### config.mk
export PLATFORM = sky130hd
export DESIGN_NAME = rtype_ctrl
export DESIGN_NICKNAME = d
export VERILOG_FILES = /design/src/rtl/rtype_pkg.sv /design/src/rtl/rtype_decode.sv /design/src/rtl/rtype_ctrl.sv
export SDC_FILE = /design/constraint.sdc
export NUM_CORES = 1
export LEC_CHECK = 0
export ABC_AREA = 1
export CAP_MARGIN = 20
export CORE_MARGIN = 1.5
export CORE_UTILIZATION = 43
export CTS_CLUSTER_SIZE = 40
export DETAILED_ROUTE_END_ITERATION = 6
export PLACE_DENSITY = 0.84
export SETUP_SLACK_MARGIN = 0.3
export SYNTH_ARGS = -nofsm -noshare
export SYNTH_HDL_FRONTEND = slang
export SYNTH_HIERARCHICAL = 1
export SYNTH_SLANG_ARGS = --single-unit
### constraint.sdc
create_clock -name CLK -period 1.6 [get_ports CLK]
set_input_delay 0.24 -clock CLK [delete_from_list [all_inputs] [get_ports CLK]]
set_output_delay 0.24 -clock CLK [all_outputs]
set_load 0.01 [all_outputs]
### src/rtl/rtype_pkg.sv
// rtype_pkg: shared definitions for the R-type multi-cycle controller.
// Holds the FSM state encoding, the opcode/funct values the controller
// accepts, the ALU operation codes driven onto ALU_OP, and the bit positions
// of the instruction fields within the instruction register.
package rtype_pkg;

  typedef enum logic [2:0] {
    ST_FETCH  = 3'd0,
    ST_DECODE = 3'd1,
    ST_EXEC   = 3'd2,
    ST_WB     = 3'd3,
    ST_TRAP   = 3'd7
  } state_e;

  localparam logic [5:0] OPC_RTYPE = 6'h00;

  localparam logic [5:0] FN_SRLV = 6'h06;
  localparam logic [5:0] FN_ADD  = 6'h20;
  localparam logic [5:0] FN_ADDU = 6'h21;
  localparam logic [5:0] FN_SUB  = 6'h22;
  localparam logic [5:0] FN_SUBU = 6'h23;
  localparam logic [5:0] FN_AND  = 6'h24;
  localparam logic [5:0] FN_OR   = 6'h25;
  localparam logic [5:0] FN_XOR  = 6'h26;
  localparam logic [5:0] FN_NOR  = 6'h27;
  localparam logic [5:0] FN_SLT  = 6'h2A;

  localparam logic [2:0] OP_AND  = 3'b000;
  localparam logic [2:0] OP_OR   = 3'b001;
  localparam logic [2:0] OP_ADD  = 3'b010;
  localparam logic [2:0] OP_XOR  = 3'b011;
  localparam logic [2:0] OP_NOR  = 3'b100;
  localparam logic [2:0] OP_SRLV = 3'b101;
  localparam logic [2:0] OP_SUB  = 3'b110;
  localparam logic [2:0] OP_SLT  = 3'b111;

  localparam int IR_OP_HI = 31;
  localparam int IR_OP_LO = 26;
  localparam int IR_RS_HI = 25;
  localparam int IR_RS_LO = 21;
  localparam int IR_RT_HI = 20;
  localparam int IR_RT_LO = 16;
  localparam int IR_RD_HI = 15;
  localparam int IR_RD_LO = 11;
  localparam int IR_SH_HI = 10;
  localparam int IR_SH_LO = 6;
  localparam int IR_FN_HI = 5;
  localparam int IR_FN_LO = 0;

endpackage

### src/rtl/rtype_decode.sv
// rtype_decode: combinational opcode/funct decoder.
// Ports:
//   opcode    in  6  IR[31:26]
//   funct     in  6  IR[5:0]
//   alu_op    out 3  ALU operation (000 when illegal)
//   legal     out 1  instruction is a supported R-type op
//   signed_op out 1  ADD or SUB (the ops whose overflow is meaningful)
module rtype_decode
  import rtype_pkg::*;
(
  input  logic [5:0] opcode,
  input  logic [5:0] funct,
  output logic [2:0] alu_op,
  output logic       legal,
  output logic       signed_op
);

  always_comb begin
    alu_op    = OP_AND;
    legal     = 1'b1;
    signed_op = 1'b0;
    case (funct)
      FN_AND:  alu_op = OP_AND;
      FN_OR:   alu_op = OP_OR;
      FN_ADD:  begin alu_op = OP_ADD; signed_op = 1'b1; end
      FN_ADDU: alu_op = OP_ADD;
      FN_XOR:  alu_op = OP_XOR;
      FN_NOR:  alu_op = OP_NOR;
      FN_SRLV: alu_op = OP_SRLV;
      FN_SUB:  begin alu_op = OP_SUB; signed_op = 1'b1; end
      FN_SUBU: alu_op = OP_SUB;
      FN_SLT:  alu_op = OP_SLT;
      default: legal = 1'b0;
    endcase
    if (opcode != OPC_RTYPE) begin
      legal = 1'b0;
    end
    if (!legal) begin
      alu_op    = OP_AND;
      signed_op = 1'b0;
    end
  end

endmodule

### src/rtl/rtype_ctrl.sv
// rtype_ctrl: multi-cycle control FSM for the R-type datapath.
// Holds the instruction register, decodes it and sequences
// fetch -> decode (operand read) -> execute -> write-back, advancing only on
// cycles where EN=1. Every strobe is a Moore decode of state ANDed with EN.
// Parameter: FETCH_WAIT (1..15) instruction-memory latency in EN cycles.
// Ports:
//   CLK, RST (async, active-high), EN advance enable
//   INST[31:0] imem data, ALU_ZF/ALU_OF ALU flags
//   AB_WE, RES_WE, RF_WE, PC_WE strobes; ALU_OP[2:0]; RS/RT/RD fields
//   ZF_Q/OF_Q flags captured in EXEC; TRAP; STATE[2:0]; RETIRED[15:0]
// Build option: define RTYPE_OVF_TRAP_EN to trap on signed ADD/SUB overflow
// instead of only recording it in OF_Q.
//
// state  | meaning
// FETCH  | wait FETCH_WAIT+1 EN cycles for imem, then latch IR
// DECODE | operand read (AB_WE); illegal instruction -> TRAP
// EXEC   | ALU result latch (RES_WE), capture ZF/OF
// WB     | register write (unless RD=0), PC+4, count retirement
// TRAP   | halted, all strobes low; left only through RST
module rtype_ctrl
  import rtype_pkg::*;
#(
  parameter int FETCH_WAIT = 1
) (
  input  logic        CLK,
  input  logic        RST,
  input  logic        EN,
  input  logic [31:0] INST,
  input  logic        ALU_ZF,
  input  logic        ALU_OF,
  output logic        AB_WE,
  output logic        RES_WE,
  output logic        RF_WE,
  output logic        PC_WE,
  output logic [2:0]  ALU_OP,
  output logic [4:0]  RS,
  output logic [4:0]  RT,
  output logic [4:0]  RD,
  output logic        ZF_Q,
  output logic        OF_Q,
  output logic        TRAP,
  output logic [2:0]  STATE,
  output logic [15:0] RETIRED
);

  localparam logic [3:0] WAIT_TC = 4'(FETCH_WAIT);

  state_e      state_q, state_d;
  logic [3:0]  wait_q, wait_d;
  logic [31:0] ir_q, ir_d;
  logic        zf_q, zf_d;
  logic        of_q, of_d;
  logic [15:0] retired_q, retired_d;

  logic [2:0]  dec_alu_op;
  logic        dec_legal;
  logic        dec_signed;
  logic        ovf_trap;

  rtype_decode u_decode (
    .opcode    (ir_q[IR_OP_HI:IR_OP_LO]),
    .funct     (ir_q[IR_FN_HI:IR_FN_LO]),
    .alu_op    (dec_alu_op),
    .legal     (dec_legal),
    .signed_op (dec_signed)
  );

`ifdef RTYPE_OVF_TRAP_EN
  assign ovf_trap = dec_signed & ALU_OF;
`else
  // Overflow is only recorded in OF_Q; the signed-op flag has no consumer.
  logic unused_signed;
  assign unused_signed = dec_signed;
  assign ovf_trap      = 1'b0;
`endif

  // Shift amount is not used by any supported op.
  logic unused_shamt;
  assign unused_shamt = ^ir_q[IR_SH_HI:IR_SH_LO];

  always_ff @(posedge CLK or posedge RST) begin
    if (RST) begin
      state_q   <= ST_FETCH;
      wait_q    <= '0;
      ir_q      <= '0;
      zf_q      <= 1'b0;
      of_q      <= 1'b0;
      retired_q <= '0;
    end else begin
      state_q   <= state_d;
      wait_q    <= wait_d;
      ir_q      <= ir_d;
      zf_q      <= zf_d;
      of_q      <= of_d;
      retired_q <= retired_d;
    end
  end

  always_comb begin
    state_d   = state_q;
    wait_d    = wait_q;
    ir_d      = ir_q;
    zf_d      = zf_q;
    of_d      = of_q;
    retired_d = retired_q;
    if (EN) begin
      case (state_q)
        ST_FETCH: begin
          if (wait_q == WAIT_TC) begin
            ir_d    = INST;
            wait_d  = '0;
            state_d = ST_DECODE;
          end else begin
            wait_d = wait_q + 4'd1;
          end
        end
        ST_DECODE: state_d = dec_legal ? ST_EXEC : ST_TRAP;
        ST_EXEC: begin
          zf_d    = ALU_ZF;
          of_d    = ALU_OF;
          state_d = ovf_trap ? ST_TRAP : ST_WB;
        end
        ST_WB: begin
          retired_d = retired_q + 16'd1;
          state_d   = ST_FETCH;
        end
        // TRAP and any unused encoding park in TRAP.
        default: state_d = ST_TRAP;
      endcase
    end
  end

  always_comb begin
    AB_WE  = 1'b0;
    RES_WE = 1'b0;
    RF_WE  = 1'b0;
    PC_WE  = 1'b0;
    ALU_OP = OP_AND;
    case (state_q)
      ST_DECODE: begin
        AB_WE  = EN;
        ALU_OP = dec_alu_op;
      end
      ST_EXEC: begin
        RES_WE = EN;
        ALU_OP = dec_alu_op;
      end
      ST_WB: begin
        RF_WE  = EN & (ir_q[IR_RD_HI:IR_RD_LO] != 5'd0);
        PC_WE  = EN;
        ALU_OP = dec_alu_op;
      end
      default: ;
    endcase
  end

  assign RS      = ir_q[IR_RS_HI:IR_RS_LO];
  assign RT      = ir_q[IR_RT_HI:IR_RT_LO];
  assign RD      = ir_q[IR_RD_HI:IR_RD_LO];
  assign ZF_Q    = zf_q;
  assign OF_Q    = of_q;
  assign TRAP    = (state_q == ST_TRAP);
  assign STATE   = state_q;
  assign RETIRED = retired_q;

endmodule

* Word level (Yosys, flattened, before mapping)
Index checks and enable logic that the tools add are counted.
** Storage, ports and cells
- Register bits :: 57
- Bits in latches :: 0
- RAM bits :: 0
- Bits in read-only memories :: 0
- Input bits :: 37
- Output and inout bits :: 44
- Logic and storage cells :: 50
- Memories :: 0
** Cells by class
- Add/sub/neg operators :: 2
- Multiply operators :: 0
- Divide/modulo/power cells :: 0
- Order comparisons :: 0
- Equal/unequal tests :: 16
- Shift operators :: 0
- Multiplexer cells :: 13
- Bitwise gates (word level) :: 1
- Reduce and logical (&&, ||, !) cells :: 12
** Operator list (number)
- equality test 6 bit, second input constant :: 9
- one-hot mux 3 bit (7 select lines) :: 1
- adder 16 x 1 -> 16 bit, second input constant :: 1
- 2-to-1 mux 3 bit :: 4
- one-hot mux 3 bit (4 select lines) :: 1
- OR reduction 10 bit :: 1
- AND reduction 2 bit :: 4
- equality test 3 x 2 -> 1 bit, second input constant :: 2
- equality test 6 x 3 -> 1 bit, second input constant :: 1
- 2-to-1 mux 1 bit :: 6
- nonzero test 6 bit :: 1
- nonzero test 5 bit :: 1
- adder 4 x 1 -> 4 bit, second input constant :: 1
- equality test 4 x 1 -> 1 bit, second input constant :: 1
- 2-to-1 mux 4 bit :: 1
- OR reduction 2 bit :: 2
- equality test 3 x 1 -> 1 bit, second input constant :: 1
- equality test 3 bit, second input constant :: 1
- zero test 3 bit :: 1
- AND reduction 3 bit :: 1
- OR reduction 3 bit :: 1
- != test 2 bit, second input constant :: 1
- bitwise AND 1 bit :: 1

* Depth between registers and ports, before layout
Gate-level depths: netlist of the first run.
- Depth in word-level cells :: 6
- Mapped depth :: 9

* Hierarchy
Netlist of the first run, hierarchy kept.
** By module, submodules not included
- rtype_ctrl :: instances 1, cells an instance 320, area each 2570.0 um^2, seq. area each 1301.2 um^2
- rtype_decode :: instances 1, cells an instance 57, area each 281.5 um^2, seq. area each 0.0 um^2

* Worst setup path before layout of the first run
Ideal clock, no wire load.
- Path kind :: register to output
- Start :: register state_q[2], in the netlist STATE[2]
- End :: output port RF_WE
- Arrival time :: 1.122 ns
- Required time :: 1.360 ns
- Path slack :: 0.238 ns
- Cell stages (with the launch flop) :: 7
- Buffers on the path :: 1
- Path through :: dfrtp_1 -> inv_1 -> nand2_1 -> nor2_2 -> buf_4 -> o21ai_0 -> inv_1
** Between the ends
- Longest elaborated chain between the ends :: 2
** Ends and longest elaborated chain
- from (decl) :: line rtype_ctrl.sv:48 : state_e state_q, state_d;
- from (signal assigned) :: line rtype_ctrl.sv:90 : state_q <= state_d;
- equality test 3 x 2 -> 1 bit :: line rtype_ctrl.sv:139 : case (state_q)
- 2-to-1 mux 1 bit :: line rtype_ctrl.sv:139
- to (decl) :: line rtype_ctrl.sv:33 : output logic RF_WE,
Every way passes these cells.

* Worst setup path after layout of the first run
- Start :: register ir_q[0]
- End :: output port ALU_OP[2]
** Between the ends
- Longest elaborated chain between the ends :: 6
- Elaborated cells on any way between the ends :: 18
** Ends and longest elaborated chain
- from (decl) :: line rtype_ctrl.sv:50 : logic [31:0] ir_q, ir_d;
- from (signal assigned) :: line rtype_ctrl.sv:92 : ir_q <= ir_d;
- equality test 6 bit (tied with other cells) :: line rtype_decode.sv:22 : case (funct)
- OR reduction 10 bit (no line)
- 2-to-1 mux 1 bit :: line rtype_decode.sv:22
- 2-to-1 mux 1 bit :: line rtype_decode.sv:35 : if (opcode != OPC_RTYPE) begin
- 2-to-1 mux 3 bit * :: line rtype_decode.sv:38 : if (!legal) begin
- via dec_alu_op[2] :: line rtype_ctrl.sv:55 : logic [2:0] dec_alu_op;
- 2-to-1 mux 3 bit * :: line rtype_ctrl.sv:139
- to (decl) :: line rtype_ctrl.sv:35 : output logic [2:0] ALU_OP,
The timed path passes the listed nets; every way through them passes the cells marked *.

==> qor.yml, run 1 <==
synth_warnings: 6
critPathCaptureType: "output port"
clock.fmax_mhz: 528.1
drv_cap: 0
crit_chain: "buf_4 > nand2_1 > inv_1 > nand3_1 > nand2_1 > nor2_1 > nor2_2 > inv_1 > nor2_2 > buf_2"
stdcell_count: 601
synth_area_um2: 2840
pre_cts_ws_ns: -0.3118
hold_class: "input pin to async pin"
skew_ns: 0.01438
vias_per_cell: 5.418
dieArea_um2: 7101
violations: "setup timing"
core_um2: 6350
outcome: "finished with violations"
diodes: 0
layout.nets: 562
finalCritPeriodShare: 1.183
grt.total_usage: 0.2673
overflow: 0
drive_gt1_frac: 0.4599
critPathKind: "flop to output port"
slowest_delay_ns: 0.47
grt_pass1_wl_um: 15080
slew_headroom: 0.7338
die_y_um: 84.27
pin_count: 81
total_power_mw: 2.470
grt_max_degree: 53
placementRows: 29
ant_nets: 0
clk_latency_ns: 0.32
num_vias: 3256
start_kind: "flop"
routabilityCongestion: 0.8988
routedWlPerCell_um: 18.19
cts_tree: "built"
worstPathMaxFanout: 4
worst_slack_ns: -0.2934
drv_slew: 0
dp_cells: 526
drt_iter0_markers: 295
wirelength_um: 10930
hold_viol: 0
start_util: 0.4473
grt_pass1_vias: 3214
htree_levels: 2
antenna_found_initial: 0
io_buffers: 75
clock_sinks: 52
cts_buffers: 5
finalCriticalPeriod_ns: 1.893
drc: 0
worst_slew_pin_slew_ns: 0.3963
rsz0062_at_grt: "true"
hold_ws_ns: 0.3501
clockRootBuffer: "clkbuf_8"
syn-num-nets: 413
dr.pass1.iters: 5
crit_slowest_cell: "dfrtp_2"
finalSetupTns_ns: -2.964
synthCells: 375
hpwl_um: 4656
syn_to_final_growth_pct: 77.80
max-clock-path-buffers: 2
avgSynthCellArea_um2: 7.574
vdd_drop_max_v: 0.0005582
dieWidth_um: 84.27
crit_required_ns: 1.36
power_density_nw_per_um2: 489.2
leakage_nw: 2.551
setup_viol: 43
crit_arrival_ns: 1.65
cts.reportedPaths.clkPinSlew_ns: 0.11
==> final timing paths <==
path | start | endpoint | slack (ns) | cells after the start
worst max-delay path | ir_q[0] | ALU_OP[2] | -0.29 | 10
worst min-delay path | RST | ir_q[15] | 0.35 | 3
worst max register to register | STATE[0] | RETIRED[8] | -0.10 | 11
worst min register to register | ir_q[25] | ir_q[25] | 0.49 | 2
max in group asynchronous | RST | ir_q[2] | 0.97 | 3
min in group CLK | INST[25] | ir_q[25] | 0.47 | 3
==> report_power, final <==
group | internal (mW) | total (mW) | leakage, nW | switching [mW]
sequential | 1.32 | 1.33 | 0.680 | 0.0107
clock | 0.460 | 0.920 | 0.0513 | 0.460
combinational | 0.118 | 0.219 | 1.82 | 0.101
total | 1.90 | 2.47 | 2.55 | 0.572
==> cell usage in the layout (no fill, tap or decap), types with 2 or more instances in the layout <==
cell type	n
inv_4	2
inv_1	31
o21ai_2	7
nand4_1	5
clkdlybuf4s50_1	30
buf_6	37
nand3_1	15
o21ai_1	5
nand2_8	4
xor2_1	2
o21ai_0	2
dfrtp_2	11
clkdlybuf4s15_1	6
inv_2	12
nand3_2	29
nor2_2	9
xnor2_1	3
buf_12	9
buf_8	2
clkbuf_8	5
buf_16	4
nand2_4	10
dfrtp_1	41
buf_2	7
nand2_1	92
nor2_4	13
buf_4	40
dlygate4sd2_1	27
nor2_1	20
nand2_2	30
==> final cells by class <==
class	count	area, µm²
well taps	77	96.34
repair buffers	163	1694
multi-input cells	256	1660
fillers	379	1300
clock buffers	6	72.57
clock inverters	1	30.03
inverters	46	181.4
flip-flops and latches	52	1315
==> worst max-delay path, delay by kind of cell, from the launching register on <==
family / cells / cell delay, ns
buffers and inverters: 4 / 0.40
AND/OR/NAND/NOR: 6 / 0.47
flip-flops: 1 / 0.47
==> per-layer routing <==
metal / track usage / share of wire / up-vias
li1: - / - / 1451
met1: 0.3037 / 0.37 / 1547
met2: 0.4727 / 0.50 / 193
met3: 0.05211 / 0.071 / 65
met4: 0.1431 / 0.060 / 0
met5: 0 / 0 / -
==> state kept, by name, summed over array words and instances, names as in the netlist <==
register  count
ir_q         27
wait_q        4
ZF_Q          1
OF_Q          1
RETIRED      16
STATE         3
==> repair_timing <==
action | 4_1_cts | 5_1_grt
gates resized for setup | 188 | 75
hold buffers | 0 | 0
buffers inserted | 47 | 13
pin swaps | 40 | 23
endpoints found under the setup margin | 86 | 64
cloned | 7 | 1
==> metrics by stage <==
| stage | util | instance area [µm²] |
|---|---|---|
| floorplan | - | 2880 |
| global placement | 0.5870 | 3727 |
| detailed placement | 0.5870 | 3727 |
| CTS | 0.7381 | 4687 |
| global route | 0.7953 | 5050 |
| finish | 0.7953 | 5050 |
(Power assumes the default switching activity.)
==> inputs of run 2 (changes only) <==
CORE_UTILIZATION = 40   (was 43)
PLACE_DENSITY = 0.8   (was 0.84)
==> run 2 against run 1 <==
The run still ends with setup timing left; critical path depth unchanged; maximum frequency increased by 5.5%; setup slack improved by 0.099 ns; first-iteration DRC count decreased by 38%; total power decreased by 5.0%; wire length decreased by 9.5%; final area decreased by 2.2%; via count decreased by 5.3%; sequential power about the same; clock power decreased by 12%; hold slack got worse by 0.0073 ns; global-route usage decreased by 2.6 points.
==> qor.yml, run 2 (synthesis results as in run 1) <==
outcome: "finished with violations"  # unchanged
violations: "setup timing"  # unchanged
drc: 0  # unchanged
hpwl_um: 4613  # was 4656 µm
crit_required_ns: 1.36  # about the same
grt_pass1_vias: 2952  # was 3214
nFillCells: 468  # was 379
clock_sinks: 52  # unchanged
worst_slew_pin_slew_ns: 0.3114  # was 0.3963 ns
met3WireLength_um: 590  # was 779 µm
leakage_nw: 2.444  # was 2.551 nW
routabilityCongestion: 0.8508  # was 0.8988
clockRootBuffer: "clkbuf_8"  # unchanged
cts.reportedPaths.clkPinSlew_ns: 0.10  # was 0.11 ns
drt-met1-wl_um: 3761  # was 4028 µm
start_util: 0.4158  # was 0.4473
hold_class: "input pin to async pin"  # unchanged
cts_tree: "built"  # unchanged
startpoint: "ir_q[4]"  # was ir_q[0]
ant_nets: 0  # unchanged
drive_gt1_frac: 0.4597  # was 0.4599
crit_slowest_cell: "dfrtp_2"  # unchanged
clk_latency_ns: 0.31  # was 0.32 ns
maxUsedRoutingLayer: "met4"  # unchanged
grt_max_degree: 53  # unchanged
drv_slew: 0  # unchanged
cts_buffers: 5  # unchanged
num_vias: 3084  # was 3256
placementRows: 30  # was 29
routedWlPerCell_um: 16.35  # was 18.19 µm
dieWidth_um: 87.27  # was 84.27 µm
total_power_mw: 2.345  # was 2.470 mW
route.met2.wl_um: 5201  # was 5468 µm
die_y_um: 87.27  # was 84.27 µm
setup_viol: 28  # was 43
overflow: 0  # unchanged
worst_slack_ns: -0.1946  # was -0.2934 ns
final_cell_mix: "93 x nand2_1, 43 x dfrtp_1, 34 x buf_4, 31 x clkdlybuf4s50_1"  # was 92 x nand2_1, 41 x dfrtp_1, 40 x buf_4, 37 x buf_6, 31 x inv_1
crit_arrival_ns: 1.55  # was 1.65 ns
worstPathMaxFanout: 4  # unchanged
finalCritPeriodShare: 1.122  # was 1.183
start_kind: "flop"  # unchanged
slowest_delay_ns: 0.45  # was 0.47 ns
hold_ws_ns: 0.3427  # was 0.3501 ns
multi_input_area_um2: 1739  # was 1660 µm²
power_density_nw_per_um2: 475.1  # was 489.2 nW/µm²
vdd_drop_max_v: 0.0003336  # was 0.0005582 V
critPathCaptureType: "output port"  # unchanged
syn_to_final_growth_pct: 73.83  # was 77.80%
largest_reg_flops: 27  # unchanged
wirelength_um: 9891  # was 10930 µm
seqCellArea_um2: 1313  # was 1315 µm²
antenna_found_initial: 0  # unchanged
max-clock-path-buffers: 2  # unchanged
pre_cts_ws_ns: -0.2988  # was -0.3118 ns
drv_cap: 0  # unchanged
vias_per_cell: 5.098  # was 5.418
r2r-start: "STATE[1]"  # was STATE[0]
rsz0062_at_grt: "true"  # unchanged
core_um2: 6832  # was 6350 µm²
diodes: 0  # unchanged
dieArea_um2: 7615  # was 7101 µm²
largest-register: "ir_q"  # unchanged
slew_headroom: 0.7924  # was 0.7338
dr.pass1.iters: 5  # unchanged
critPathMostFrequentCell: "inv_2"
layout.nets: 546  # was 562
io_buffers: 75  # unchanged
grt.total_usage: 0.2414  # was 0.2673
grt_pass1_wl_um: 14060  # was 15080 µm
r2r_setup_slack_ns: -0.08  # was -0.10 ns
clock.fmax_mhz: 557.2  # was 528.1 MHz
skew_ns: 0.008779  # was 0.01438 ns
final_core_util: 0.7227  # was 0.7953
final_common_cell: "nand2_1"  # unchanged
drt_iter0_markers: 182  # was 295
pin_count: 81  # unchanged
hold_viol: 0  # unchanged
crit_chain: "inv_2 > nand2_2 > nor2_2 > nand2_2 > nor2_4 > nand2_1 > inv_2 > inv_2 > nor2_2 > buf_2"  # was buf_4 > nand2_1 > inv_1 > nand3_1 > nand2_1 > nor2_1 > nor2_2 > inv_1 > nor2_2 > buf_2
finalSetupTns_ns: -1.483  # was -2.964 ns
hold_buffers: 0  # unchanged
critPathKind: "flop to output port"  # unchanged
finalCriticalPeriod_ns: 1.795  # was 1.893 ns
htree_levels: 2  # unchanged
run 2: what timing repair did:
action | in CTS | in global routing
endpoints found under the setup margin | 85 | 64
gates resized for setup | 181 | 89
cloned | 6 | 0
buffers inserted | 38 | 10
pin swaps | 42 | 40
run 2: cell type report:
class	instances	area share
clock inverters	1	0.001521
well taps	96	0.02433
flip-flops and latches	52	0.2658
clock buffers	7	0.01749
multi-input cells	256	0.3523
inverters	46	0.03725
repair buffers	147	0.3013
run 2: report_power, final:
part           leakage, nW  switching (mW)  internal [mW]
Clock               0.0445           0.452          0.353
Combinational         1.72          0.0972          0.115
Sequential           0.682         0.00790           1.32
Total                 2.44           0.557           1.79
run 2: critical path, delay by kind of cell, from the launching register on:
kind | cells | cell delay (ns)
AND/OR/NAND/NOR | 6 | 0.51
buffers and inverters | 4 | 0.29
flip-flops | 1 | 0.45
run 2: worst paths after layout:
kind,cells past startpoint,to
max in group asynchronous,3,ir_q[2]
setup reg to reg,11,wait_q[0]
hold reg to reg,2,ir_q[17]
min in group CLK,2,ir_q[17]
setup / recovery,10,ALU_OP[0]
hold / removal,3,RETIRED[14]
run 2: metrics by stage:
stage	cell area, µm²	std cells
after global placement	3736	543
final	4937	605
after global routing	4937	605
after CTS	4532	595
after floorplan	2880	375
after detailed placement	3736	543
run 2: layer usage:
metal  up-vias  global-route usage
li1       1414                   -
met1      1468              0.2984
met2       162              0.4287
met3        40             0.03981
met4         0             0.07504
met5         -                   0
==> inputs of run 3 (changes only) <==
GPL_TIMING_DRIVEN = 1   (was unset)
SLEW_MARGIN = 20   (was unset)
==> results of run 3 <==
Same layout as run 2: the final DEF is identical, and so are final timing and power.
